==> src/rtl/sim_mon_pkg.sv <==
// Shared constants for the simulation exit monitor: exit causes, magic
// pass/fail words written by software, and the AHB transfer types of interest.
package sim_mon_pkg;

  typedef enum logic [2:0] {
    CAUSE_NONE    = 3'd0,
    CAUSE_PASS    = 3'd1,
    CAUSE_SW_FAIL = 3'd2,
    CAUSE_WDOG    = 3'd3,
    CAUSE_TIMEOUT = 3'd4
  } sim_cause_e;

  localparam logic [31:0] PASS_CODE_LO = 32'h0000_0FFF;
  localparam logic [31:0] PASS_CODE_HI = 32'hFFFF_0000;
  localparam logic [31:0] FAIL_CODE_LO = 32'h0000_0EEE;
  localparam logic [31:0] FAIL_CODE_HI = 32'hEEEE_0000;

  localparam logic [1:0] HTRANS_NONSEQ = 2'b10;
  localparam logic [1:0] HTRANS_SEQ    = 2'b11;

  function automatic logic is_pass_code(input logic [31:0] word);
    return (word == PASS_CODE_LO) || (word == PASS_CODE_HI);
  endfunction

  function automatic logic is_fail_code(input logic [31:0] word);
    return (word == FAIL_CODE_LO) || (word == FAIL_CODE_HI);
  endfunction

endpackage

==> src/rtl/sim_mon_char_fifo.sv <==
// Console character FIFO. DEPTH must be a power of two (>= 2); pointers carry
// one extra wrap bit so full and empty are distinguishable. A push while full
// is accepted only when a pop happens in the same cycle.
module sim_mon_char_fifo #(
  parameter int unsigned DEPTH = 16
) (
  input  logic       clk,
  input  logic       rst_b,
  input  logic       push,
  input  logic [7:0] push_data,
  input  logic       pop,
  output logic       full,
  output logic       empty,
  output logic [7:0] head_data
);

  localparam int unsigned AW = $clog2(DEPTH);

  logic [7:0]  mem [DEPTH];
  logic [AW:0] wr_ptr_reg;
  logic [AW:0] rd_ptr_reg;
  logic        do_push;
  logic        do_pop;

  assign empty     = (wr_ptr_reg == rd_ptr_reg);
  assign full      = (wr_ptr_reg[AW] != rd_ptr_reg[AW]) &&
                     (wr_ptr_reg[AW-1:0] == rd_ptr_reg[AW-1:0]);
  assign do_pop    = pop && !empty;
  assign do_push   = push && (!full || do_pop);
  assign head_data = mem[rd_ptr_reg[AW-1:0]];

  // Storage write; contents need no reset since reads are gated by empty.
  always_ff @(posedge clk) begin
    if (do_push) mem[wr_ptr_reg[AW-1:0]] <= push_data;
  end

  // Pointer update, wrapping naturally modulo 2*DEPTH.
  always_ff @(posedge clk or negedge rst_b) begin
    if (!rst_b) begin
      wr_ptr_reg <= '0;
      rd_ptr_reg <= '0;
    end else begin
      if (do_push) wr_ptr_reg <= wr_ptr_reg + 1'b1;
      if (do_pop)  rd_ptr_reg <= rd_ptr_reg + 1'b1;
    end
  end

endmodule

==> src/rtl/sim_exit_monitor.sv <==
// Simulation exit monitor: snoops AHB writes to EXIT_ADDR for pass/fail/console
// words, runs a per-hart no-retire watchdog and a global cycle timeout, and
// reports a sticky exit status.
// Build option: define SIM_EXIT_CHAR_FIFO_EN to buffer console bytes in a FIFO;
// otherwise each console byte appears as a one-cycle char_valid pulse.
module sim_exit_monitor
  import sim_mon_pkg::*;
#(
  parameter int unsigned       ADDR_W      = 32,
  parameter int unsigned       DATA_W      = 32,
  parameter int unsigned       NUM_HARTS   = 1,
  parameter logic [ADDR_W-1:0] EXIT_ADDR   = ADDR_W'(32'h6000_FFF8),
  parameter int unsigned       WDOG_CYCLES = 5000,
  parameter int unsigned       MAX_CYCLES  = 70_000_000,
  parameter int unsigned       CHAR_DEPTH  = 16
) (
  input  logic                 clk,
  input  logic                 rst_b,
  input  logic [1:0]           htrans,
  input  logic [ADDR_W-1:0]    haddr,
  input  logic                 hwrite,
  input  logic                 hready,
  input  logic [DATA_W-1:0]    hwdata,
  input  logic [NUM_HARTS-1:0] retire,
  output logic                 sim_done,
  output logic                 sim_pass,
  output logic [2:0]           sim_cause,
  output logic [2:0]           wdog_hart,
  output logic                 char_valid,
  output logic [7:0]           char_data,
  input  logic                 char_ready,
  output logic [15:0]          char_drops,
  output logic [31:0]          cycle_cnt
);

  // Idle counters stop one past the trip point, so size for WDOG_CYCLES.
  localparam int unsigned WDOG_W = $clog2(WDOG_CYCLES + 1);

  logic                 pending_reg;
  logic                 addr_hit;
  logic                 data_fire;
  logic                 word_pass;
  logic                 word_fail;
  logic                 push_req;
  logic [7:0]           push_byte;
  logic                 sim_done_reg, sim_done_next;
  sim_cause_e           cause_reg, cause_next;
  logic [2:0]           wdog_hart_reg, wdog_hart_next;
  logic [31:0]          cycle_cnt_reg;
  logic [NUM_HARTS-1:0] wdog_trip;
  logic                 trip_any;
  logic [2:0]           trip_idx;
  logic                 unused_ok;

  assign addr_hit  = hwrite && (haddr == EXIT_ADDR) &&
                     ((htrans == HTRANS_NONSEQ) || (htrans == HTRANS_SEQ));
  assign data_fire = hready && pending_reg;
  assign word_pass = is_pass_code(hwdata[31:0]);
  assign word_fail = is_fail_code(hwdata[31:0]);
  assign push_req  = data_fire && !word_pass && !word_fail;
  assign push_byte = hwdata[7:0];

  // Address phase: hold the hit across wait states until the data phase completes.
  always_ff @(posedge clk or negedge rst_b) begin
    if (!rst_b)      pending_reg <= 1'b0;
    else if (hready) pending_reg <= addr_hit;
  end

  genvar gi;
  generate
    for (gi = 0; gi < NUM_HARTS; gi++) begin : g_hart
      logic [WDOG_W-1:0] idle_reg;

      // Per-hart idle counter: cleared by a retire, frozen once the run is over.
      always_ff @(posedge clk or negedge rst_b) begin
        if (!rst_b)             idle_reg <= '0;
        else if (retire[gi])    idle_reg <= '0;
        else if (!sim_done_reg) idle_reg <= idle_reg + 1'b1;
      end

      assign wdog_trip[gi] = !retire[gi] && (idle_reg == WDOG_W'(WDOG_CYCLES - 1));
    end
  endgenerate

  // Pick the lowest hart index among those tripping this cycle.
  always_comb begin
    trip_any = 1'b0;
    trip_idx = 3'd0;
    for (int h = 0; h < int'(NUM_HARTS); h++) begin
      if (wdog_trip[h] && !trip_any) begin
        trip_any = 1'b1;
        trip_idx = 3'(h);
      end
    end
  end

  // Exit decision with priority bus pass/fail > watchdog > timeout; sticky once set.
  always_comb begin
    sim_done_next  = sim_done_reg;
    cause_next     = cause_reg;
    wdog_hart_next = wdog_hart_reg;
    if (!sim_done_reg) begin
      if (data_fire && word_pass) begin
        sim_done_next = 1'b1;
        cause_next    = CAUSE_PASS;
      end else if (data_fire && word_fail) begin
        sim_done_next = 1'b1;
        cause_next    = CAUSE_SW_FAIL;
      end else if (trip_any) begin
        sim_done_next  = 1'b1;
        cause_next     = CAUSE_WDOG;
        wdog_hart_next = trip_idx;
      end else if (cycle_cnt_reg == 32'(MAX_CYCLES - 1)) begin
        sim_done_next = 1'b1;
        cause_next    = CAUSE_TIMEOUT;
      end
    end
  end

  // Status and global cycle counter registers.
  always_ff @(posedge clk or negedge rst_b) begin
    if (!rst_b) begin
      sim_done_reg  <= 1'b0;
      cause_reg     <= CAUSE_NONE;
      wdog_hart_reg <= 3'd0;
      cycle_cnt_reg <= '0;
    end else begin
      sim_done_reg  <= sim_done_next;
      cause_reg     <= cause_next;
      wdog_hart_reg <= wdog_hart_next;
      if (!sim_done_reg && (cycle_cnt_reg != '1)) cycle_cnt_reg <= cycle_cnt_reg + 1'b1;
    end
  end

  assign sim_done  = sim_done_reg;
  assign sim_cause = cause_reg;
  assign sim_pass  = (cause_reg == CAUSE_PASS);
  assign wdog_hart = wdog_hart_reg;
  assign cycle_cnt = cycle_cnt_reg;

`ifdef SIM_EXIT_CHAR_FIFO_EN
  logic        fifo_full;
  logic        fifo_empty;
  logic        fifo_pop;
  logic [7:0]  fifo_head;
  logic [7:0]  char_hold_reg;
  logic [15:0] drops_reg;

  assign fifo_pop = char_ready && !fifo_empty;

  sim_mon_char_fifo #(
    .DEPTH (CHAR_DEPTH)
  ) u_char_fifo (
    .clk       (clk),
    .rst_b     (rst_b),
    .push      (push_req),
    .push_data (push_byte),
    .pop       (fifo_pop),
    .full      (fifo_full),
    .empty     (fifo_empty),
    .head_data (fifo_head)
  );

  assign char_valid = !fifo_empty;
  assign char_data  = fifo_empty ? char_hold_reg : fifo_head;
  assign char_drops = drops_reg;
  assign unused_ok  = ^hwdata;

  // Remember the last visible byte so char_data is stable while the FIFO is empty.
  always_ff @(posedge clk or negedge rst_b) begin
    if (!rst_b) char_hold_reg <= 8'h00;
    else        char_hold_reg <= char_data;
  end

  // Saturating count of bytes lost to a full FIFO with no pop in the same cycle.
  always_ff @(posedge clk or negedge rst_b) begin
    if (!rst_b) drops_reg <= 16'h0000;
    else if (push_req && fifo_full && !fifo_pop && (drops_reg != 16'hFFFF))
      drops_reg <= drops_reg + 16'h0001;
  end
`else
  logic       char_valid_reg;
  logic [7:0] char_data_reg;

  assign char_valid = char_valid_reg;
  assign char_data  = char_data_reg;
  assign char_drops = 16'h0000;
  assign unused_ok  = ^{char_ready, hwdata};

  // Unbuffered console: one-cycle pulse carrying the byte, data held afterwards.
  always_ff @(posedge clk or negedge rst_b) begin
    if (!rst_b) begin
      char_valid_reg <= 1'b0;
      char_data_reg  <= 8'h00;
    end else begin
      char_valid_reg <= push_req;
      if (push_req) char_data_reg <= push_byte;
    end
  end
`endif

endmodule
==> config.mk <==
export PLATFORM = sky130hd
export DESIGN_NAME = sim_exit_monitor
export DESIGN_NICKNAME = d
export VERILOG_FILES = /design/src/rtl/sim_mon_pkg.sv /design/src/rtl/sim_mon_char_fifo.sv /design/src/rtl/sim_exit_monitor.sv
export SDC_FILE = /design/constraint.sdc
export NUM_CORES = 1
export LEC_CHECK = 0
export CAP_MARGIN = 30
export CORE_ASPECT_RATIO = 0.7
export CORE_UTILIZATION = 39
export DETAILED_ROUTE_END_ITERATION = 16
export PLACE_DENSITY = 0.78
export SLEW_MARGIN = 20
export SYNTH_ARGS = -nofsm -noshare
export SYNTH_HDL_FRONTEND = slang
export SYNTH_SLANG_ARGS = --single-unit
==> constraint.sdc <==
create_clock -name clk -period 2.2 [get_ports clk]
set_clock_uncertainty 0.2 [all_clocks]
set_input_delay 0.33 -clock clk [delete_from_list [all_inputs] [get_ports clk]]
set_output_delay 0.33 -clock clk [all_outputs]
set_load 0.05 [all_outputs]
== Yosys cells after proc, flatten, opt, wreduce, memory -nomap -nowiden ==
Index checks and enable logic that the tools add are counted.

* Word-level logic and storage cells: 52
* Memories: 0
* Bits in writable memories: 0
* Bits in read-only memories: 0
* Bits in registers: 59
* Latch bits: 0
* Input bits: 72
* Output and inout port bits: 65

* Multipliers: 0
* Bitwise gates (word level): 1
* $add $sub $neg: 2
* Divide/modulo/power cells: 0
* Reductions and logical operators: 18
* Muxes and demuxes: 12
* Magnitude comparators: 0
* Shift operators: 0
* Equal/unequal tests: 12

{| class="wikitable"
|+ Operators by type and width
! operator !! number
|-
| $eq 32x12->1 const B || 2
|-
| $eq 32x32->1 const B || 2
|-
| $add 32x1->32 const B || 1
|-
| $eq 32x27->1 const B || 1
|-
| $eq 32x31->1 const B || 1
|-
| $ne 32x32->1 const B || 1
|-
| $mux 13 || 2
|-
| $add 13x1->13 const B || 1
|-
| $eq 13x13->1 const B || 1
|-
| $mux 3 || 4
|-
| $logic_and 1x1->1 || 9
|-
| $mux 1 || 6
|-
| $eq 2x2->1 const B || 2
|-
| $logic_not 1->1 || 4
|-
| $reduce_bool 4->1 || 1
|-
| $eq 3x1->1 const B || 1
|-
| $logic_or 1x1->1 || 3
|-
| $ne 2x2->1 const B || 1
|-
| $reduce_and 2->1 || 1
|-
| $not 1->1 || 1
|}

== Logic depth before layout (Yosys ltp) ==
Gate-level depths: netlist of the first run.

* Depth in word-level cells: 7
* Mapped depth: 8
* Depth with buffers taken out: 7

== Worst setup path before layout of the first run ==
OpenSTA, ideal clock, no wires.

* Path type: register to register
* Start point: reg cycle_cnt_reg[0], in the netlist cycle_cnt[0]
* End point: reg cycle_cnt_reg[17], in the netlist cycle_cnt[17]
* Buffers on the path: 1
* Required time: 1.856 ns
* Arrival time: 2.149 ns
* Period minus slack after synthesis: 2.493 ns
* Library setup time: 0.144 ns
* Path slack: -0.293 ns
* Cell stages (with the launch flop): 9
* Path through: dfrtp_1 ha_1 nand3_1 nor3_1 a41oi_1 and2_1 clkbuf_1 nand4_1 xnor2_1

* Cells in the longest elaborated chain, start to end: 2
* Elaborated cells between the ends (all ways): 3
* Classes of those cells: add/sub (1); eq/ne (1); reduce/logical (1)

{| class="wikitable"
|+ Ends and longest elaborated chain
! what !! RTL line !! source
|-
| start, declared || sim_exit_monitor.sv:49 || <nowiki>logic [31:0] cycle_cnt_reg;</nowiki>
|-
| start signal, assigned || sim_exit_monitor.sv:131 || <nowiki>if (!sim_done_reg && (cycle_cnt_reg != '1)) cycle_cnt_reg <= cycle_cnt_reg + 1'b1;</nowiki>
|-
| parallel branches: the longest is 2 deep, another holds $add 32x1->32 || - ||
|}

Parallel ways; which one is timed is not known.
A chain may end at the register's enable or synchronous reset.

== Worst setup path after layout of the first run ==
* Start point: in hwdata[19]
* End point: reg char_data_reg[2], in the netlist char_data[2]

* Cells in the longest elaborated chain, start to end: 5
* Elaborated cells between the ends (all ways): 10
* Classes of those cells: eq/ne (4); reduce/logical (6)

{| class="wikitable"
|+ Ends and longest elaborated chain
! what !! RTL line !! source
|-
| start, declared || sim_exit_monitor.sv:23 || <nowiki>input logic [DATA_W-1:0] hwdata,</nowiki>
|-
| $eq 32x12->1 / $eq 32x32->1 (equally long branches) || sim_mon_pkg.sv:22 || <nowiki>return (word == PASS_CODE_LO) || (word == PASS_CODE_HI);</nowiki>
|-
| $logic_or 1x1->1 || sim_mon_pkg.sv:22 ||
|-
| $logic_not 1->1 || sim_exit_monitor.sv:60 || <nowiki>assign push_req = data_fire && !word_pass && !word_fail;</nowiki>
|-
| $logic_and 1x1->1 || sim_exit_monitor.sv:60 ||
|-
| $logic_and 1x1->1 * || sim_exit_monitor.sv:60 ||
|-
| end signal, assigned || sim_exit_monitor.sv:197 || <nowiki>if (push_req) char_data_reg <= push_byte;</nowiki>
|-
| end, declared || sim_exit_monitor.sv:183 || <nowiki>logic [7:0] char_data_reg;</nowiki>
|}

Every way passes the cells marked *; elsewhere a longest branch is shown, timed or not.

==> summary.txt, run 1 <==
Power and ir drop
  • Comb pwr share: 12.8%
  • Psw: 654 µW
  • Sw Share: 23.6%
  • Sequential power share: 40.1%
  • VDD IR-drop max: 0.361 mV
  • Internal Pwr Total: 2.11 mW
  • Leak Pwr: 2.48 nW
  • PwrDens: 528 mW/mm²
  • Clk pwr share: 47.1%

Setup path
  • R2R Path End: sim_cause[2]
  • Critical path, cell by cell: buf_6, or4_4, or4_4, nor3_4, or2_4, or3_4, mux2_4
  • Startpoint types: input port
  • Data arrival, critical path: 2.31 ns
  • CP top delay family: simple AND/OR/NAND/NOR gates
  • Critical path buffer and inverter count: 1
  • CP dominant cell by count: or4_4
  • Reg-to-reg critical path startpoint: cycle_cnt[16]
  • Crit Path Class: input port to flip-flop
  • Crit end category: flip-flop
  • Reg-to-reg setup timing slack: 0.03 ns
  • Critical-path maximum fanout: 5
  • FF-to-FF path depth: 6
  • Slowest CP cell: or4_4
  • Largest stage delay on the critical path: 0.52 ns
  • Crit path from: hwdata[19]
  • Critical Path RT: 2.20 ns

Cells and area
  • Most frequent cells in the layout: clkdlybuf4s50_1, buf_4, dfrtp_1, xnor2_1, nand3_1
  • Fraction of layout cells with a size suffix above 1: 26.3%
  • Area growth syn-to-layout: 63.9%
  • Most common cell after layout, fill and taps aside: clkdlybuf4s50_1
  • Max reg flops: 32
  • Final Instance Area: 0.00524 mm²
  • Fillers: 597
  • Antenna cells: 0
  • Layout Nets: 551

Synthesis
  • XOR/XNOR Fraction of Synth Area: 11.2%
  • Mux cell area share after synthesis: 4.42%
  • Compound-Gate Fraction of Synth Area: 3.64%
  • Synth top area share: 46.2%
  • Synthesized flop and latch total: 59
  • Sequential share of the synthesized area: 46.2%
  • Post-synth EDFFs: 0
  • Largest area contributor in the netlist: dfrtp_1
  • Simple-gate area share of the yosys netlist: 27.5%
  • Cell count after synthesis: 313
  • Largest family of logic cells by synthesized area: simple AND/OR/NAND/NOR gates
  • Synth warnings: 0
  • Ys flop type: dfrtp_1
  • Mean post-synth cell area: 10.2 µm²
  • Synth cell types: 44
  • Cell area after synthesis: 0.00320 mm²
  • Adder-cell area share of the yosys netlist: 0.783%
  • Area contributors post-synth: dfrtp_1, xnor2_1, buf_4
  • Ys async rst share: 100%

STA
  • Post-route clock period utilization: 105%
  • Worst slew margin: 62.7%
  • Fmax: 0.432 GHz
  • Unrepaired setup endpoints after global routing: true
  • Worst Tran Pin Value: 0.559 ns
  • Final worst slack: -0.112 ns
  • Max-slew violation count: 0
  • Final setup fails: 10
  • Final Hold Vio Count: 0
  • Tmin final: 2.31 ns

GRT
  • Initial antenna violation count: 0
  • First-pass GRT wire length: 15,000 µm
  • Grt total ovfl: 0
  • GRT Total Usage: 23.1%
  • Vias in the first global route: 3,054
  • Largest net degree at the start of global routing: 42

Run status
  • Failing checks: setup timing
  • Outcome: finished, violations left

CTS
  • Num CTS Buffers: 9
  • Reg clk slew, reported paths: 0.05 ns
  • Longest Clk Path Bufs: 2
  • H-tree Lvls: 3
  • Worst-skew pair later-pin latency: 0.32 ns
  • Clock sink total: 59
  • CTS tree: built
  • CTS root buffer: clkbuf_16

Routing
  • Total number of vias: 3,023
  • Antenna viol nets, final: 0
  • First-pass DRT Iterations: 4
  • # DRC: 0
  • Initial DRC count: 158
  • Vias per cell: 5.19
  • WL/cell: 16.7 µm
  • Final WL: 9710 µm

Placement
  • # port buffers: 115
  • Routability cong.: 0.849
  • Post-Place Cell Area: 0.00473 mm²
  • Dpl hpwl: 7000 µm
  • Pre-CTS setup slack: -0.846 ns

Die
  • Die Ht: 77.7 µm
  • Chip width: 110 µm
  • Die footprint: 0.00857 mm²
  • Core area: 0.00791 mm²
  • Row count: 27
  • Initial core utilization: 40.4%
  • Io pins: 137

Worst hold path
  • Hold Path End: char_data[6]
  • WHS Path Cells: 3
  • Hold WC Path Type: input port to flip-flop
  • Hold Crit Start: hwdata[6]

Run
  • Maxcap violations: 0
[final cells by class]
type | count | area, µm² | share of cell area [%]
multi-input cells | 242 | 1790 | 34.2
flip-flops and latches | 59 | 1500 | 28.5
inverters | 6 | 22.5 | 0.430
clock inverters | 2 | 10.0 | 0.191
clock buffers | 14 | 274 | 5.23
repair buffers | 159 | 1520 | 28.9
well taps | 101 | 126 | 2.41
[worst reg2reg max path: cells and delay by family (launching register included)]
| family | cells | cell delay, ns |
|---|---|---|
| and+or+nand+nor | 4 | 1.18 |
| AOI/OAI and AO/OA | 2 | 0.28 |
| DFF | 1 | 0.44 |
[cells in the mapped netlist (2+ instances only)]
master,n
or2_1,2
and4_1,6
ha_1,2
o21ai_0,6
inv_1,6
a21oi_1,5
nor4bb_1,3
nand4b_1,2
dfrtp_1,59
nor2_1,19
mux2_4,8
and2_1,5
or4_1,4
buf_4,19
a22o_1,2
xnor2_1,25
or3_1,4
nand4_1,19
nor3_1,11
nor2b_1,2
nor4_1,12
clkbuf_1,5
nor3_2,2
nor4b_1,3
xor2_1,16
nand2_1,19
nand3_1,24
and3_1,7
[power by group through the flow]
| stage | sequential (mW) | combinational (mW) | clock, mW |
|---|---|---|---|
| after floorplan | 1.17 | 0.129 | 0 |
| after CTS | 1.11 | 0.351 | 1.32 |
| after global routing | 1.11 | 0.373 | 1.38 |
| final | 1.11 | 0.355 | 1.30 |
| after global placement | 1.13 | 0.346 | 0 |
| after detailed placement | 1.13 | 0.352 | 0 |
[cells by family (layout without fill, tap and decap cells)]
logic type / Yosys count / count (layout)
AO/OA/AOI/OAI: 19 / 19
XOR/XNOR: 41 / 41
adder cells (fa/ha/maj): 2 / 2
buffers and inverters: 31 / 181
flip-flops: 59 / 59
multiplexers: 10 / 10
other: 1 / 19
AND/OR/NAND/NOR: 150 / 151
[stage by stage]
| stage | hold WS [ns] | utilization [%] | std cells | power [mW] | setup TNS, ns |
|---|---|---|---|---|---|
| 6_report | 0.207 | 66.3 | 583 | 2.76 | -0.712 |
| 5_1_grt | 0.220 | 66.3 | 583 | 2.86 | -1.26 |
| 4_1_cts | 0.301 | 64.0 | 580 | 2.78 | -1.89 |
| 3_5_place_dp | 0.109 | 59.8 | 562 | 1.48 | -9.93 |
| 3_3_place_gp | 0.107 | 59.8 | 562 | 1.47 | -8.30 |
| 2_1_floorplan | -0.166 | - | 331 | 1.30 | -1.87 |
[timing repair]
action                                 4_1_cts  5_1_grt
cloned                                       1        0
gates resized for setup                     34       43
pin swaps                                   12       19
setup buffers                                3        4
hold buffers                                 1        0
setup endpoints to repair                   25       37
endpoints found under the hold margin       18        0
[routing by layer]
metal | part of all wire, % | GRT usage [%] | up-vias
li1 | - | - | 1436
met2 | 49 | 37.7 | 91
met5 | 0 | 0 | -
met4 | 1.0 | 6.97 | 0
met1 | 44 | 29.9 | 1489
met3 | 5.8 | 6.05 | 7
[worst max-delay path by stage]
stage,depth (start not counted),endpoint,slack (ns)
finish,7,char_data[2],-0.11
global route,8,char_data[2],-0.17
CTS,7,char_data[2],-0.21
detailed placement,8,char_data[2],-0.85
global placement,8,char_data[5],-0.74
floorplan,7,char_data[0],-0.23
Power figures use the tool's default switching activity.
==> run 2: changes to the inputs <==
--- a/config.mk
+++ b/config.mk
@@ -14,3 +14,4 @@
 export SYNTH_ARGS = -nofsm -noshare
 export SYNTH_HDL_FRONTEND = slang
 export SYNTH_SLANG_ARGS = --single-unit
+export TNS_END_PERCENT = 100
==> results of run 2 <==
No change in the layout: final DEF, timing and power equal those of run 1.
==> variant (config.mk and constraints of run 2) <==
Set the parameter `ADDR_W` to 16 (it was 32).
--- a/src/rtl/sim_exit_monitor.sv
+++ b/src/rtl/sim_exit_monitor.sv
@@ -6,7 +6,7 @@
 module sim_exit_monitor
   import sim_mon_pkg::*;
 #(
-  parameter int unsigned       ADDR_W      = 32,
+  parameter int unsigned       ADDR_W      = 16,
   parameter int unsigned       DATA_W      = 32,
   parameter int unsigned       NUM_HARTS   = 1,
   parameter logic [ADDR_W-1:0] EXIT_ADDR   = ADDR_W'(32'h6000_FFF8),
Ports: changed (resized haddr); port bits go from 137 to 121. No check against the original RTL was run, so the function may have changed too.
==> variant against run 2 <==
- total power decreased by 6.0%
- sequential share of layout area increased by 1.4 points
- routed wire length decreased by 12%
- design area fell by 3.7%
- first-iteration DRC count is 30% lower
- global-route usage fell by 1.3 points
- sequential cell count stayed put
- maximum frequency increased by 7.4%
- setup slack better by 0.16 ns
- core utilization is 0.56 points higher
- area after synthesis fell by 1.8%
- largest cell class unchanged
==> variant: results (changes against run 2) <==
The reported net switching power was 597.1 uW (-8.6%). The number of buffers added for setup after CTS came out at 4 (+1). The global-route total usage across every layer is 0.2179 (-0.01277). The total routed wire length on the met1 layer came out at 3982 um (-7.2%). The delay of the slowest critical-path stage is 0.80 ns (+0.28 ns). The multi-input logic area is 1739 sq um (-3.1%). Sorting the synthesized cells by how often they occur yields sky130_fd_sc_hd__dfrtp_1, sky130_fd_sc_hd__xnor2_1, sky130_fd_sc_hd__nand2_1. The clock tree cell share of total cell area was 0.05458 (+0.0003616). The post-synthesis area per instance came out at 10.53 sq um (+3.1%). The flip-flop and latch count came to 59 (unchanged). The net count reported at finish is 510 (-7.4%).

The global-route track usage on met2 was 0.3302 (-0.04669). The data arrival time of the critical path came out at 1.62 ns (-0.69 ns). The proportion of final cell area spent on non-clock buffers was 0.2739 (-0.01559). The maximum fanout along the worst path is 4 (-1). The met2 wirelength from detailed routing came out at 4032 um (-15%). The run finished with clean final reports. The largest net degree at the start of global routing came out at 60 (+43%). The total instance count after detailed placement came to 530 (-5.7%). The worst max-slew margin expressed relative to the limit is 0.6442 (+0.01764). The fraction of met1 tracks used by global routing came out at 0.3046 (+0.005982). The inverter count is 4 (-2). The overall routed net length came out at 8571 um (-12%). The register share of the cell area came out at 0.2994 (+0.01402). The initial detailed-routing violation count is 111 (-30%). The filler cell count is 562 (-5.9%). The wire length of the first global-routing pass came out at 14260 um (-4.7%). The leakage power summed over all cells was 2.357 nW (-4.9%). The met3 usage is 0.07568 (+0.01518). The count of plain and timing-repair buffers in the layout is 147 (-7.5%). The number of core rows is 26 (-3.7%). The area of placed instances came out at 4554 sq um (-3.7%). The kind of cell with the highest combined delay along the critical path is buffers and inverters. The number of clock buffers in the layout is 13 (-1).

The maximum vdd ir drop is 0.3691 mV (+2.1%). The via-per-instance ratio is 5.205 (+0.39%). The share of final-layout standard cells stronger than drive strength 1 was 0.3085 (+0.04505). The half-perimeter wire length after detailed placement is 6211 um (-11%). The total met3 wirelength after detailed routing came out at 508 um (-9.3%).

After synthesis, the cell types taking the most area are sky130_fd_sc_hd__dfrtp_1, sky130_fd_sc_hd__xnor2_1, sky130_fd_sc_hd__buf_4. The number of port buffers is 99 (-14%). The via count of the first global-routing pass is 2943 (-3.6%).

The routed wire length per instance is 15.44 um (-7.3%). The final estimated routing congestion in global placement came to 0.8237 (-3.0%). The post-synthesis to final-layout area growth is 60.73%. The slowest stage of the critical path belongs to the cell sky130_fd_sc_hd__clkdlybuf4s50_1. The number of distinct library cells after synthesis came out at 46 (+4.5%). The multi-input combinational gate total came out at 231 (-4.5%). The number of instances resized during post-cts repair came out at 25 (-26%).
variant: cell count changes in the layout (fill, tap and decap cells not counted), moves of 5 or more:
cell | before | now
sky130_fd_sc_hd__nor3_1 | 9 | 4
sky130_fd_sc_hd__clkdlybuf4s50_1 | 81 | 66
sky130_fd_sc_hd__dfrtp_1 | 44 | 32
sky130_fd_sc_hd__xor2_1 | 16 | 11
sky130_fd_sc_hd__and4_1 | 6 | 1
sky130_fd_sc_hd__dfrtp_2 | 15 | 27
variant: power by group through the flow:
stage	sequential [mW]	clock [mW]	combinational, mW
final	1.09	1.28	0.230
after global routing	1.09	1.35	0.247
after CTS	1.09	1.30	0.227
after detailed placement	1.10	0	0.230
after global placement	1.10	0	0.227
after floorplan	1.11	0	0.111
variant: logic make-up after synthesis:
| group | synth area share |
|---|---|
| adder cells (fa/ha/maj) | 0.007973 |
| XOR/XNOR | 0.1089 |
| buffers and inverters | 0.05742 |
| flip-flops | 0.4705 |
| other | 0.001195 |
| AND/OR/NAND/NOR | 0.2791 |
| multiplexers | 0.03908 |
| AO/OA/AOI/OAI | 0.03589 |
variant: worst paths after layout:
path	from	end	slack, ns	cells past startpoint
worst min-delay path	hwdata[2]	char_data[2]$_DFFE_PN0P_	0.17	3
min in group asynchronous	rst_b	g_hart[0].idle_reg[7]$_DFFE_PN0P_	0.35	3
worst max register to register	cycle_cnt[4]$_DFFE_PN0P_	cycle_cnt[31]$_DFFE_PN0P_	0.06	6
worst max-delay path	cycle_cnt[29]$_DFFE_PN0P_	cycle_cnt[29]	0.05	2
max in group asynchronous	rst_b	cycle_cnt[9]$_DFFE_PN0P_	1.18	3
worst min register to register	cycle_cnt[12]$_DFFE_PN0P_	cycle_cnt[12]$_DFFE_PN0P_	0.30	1
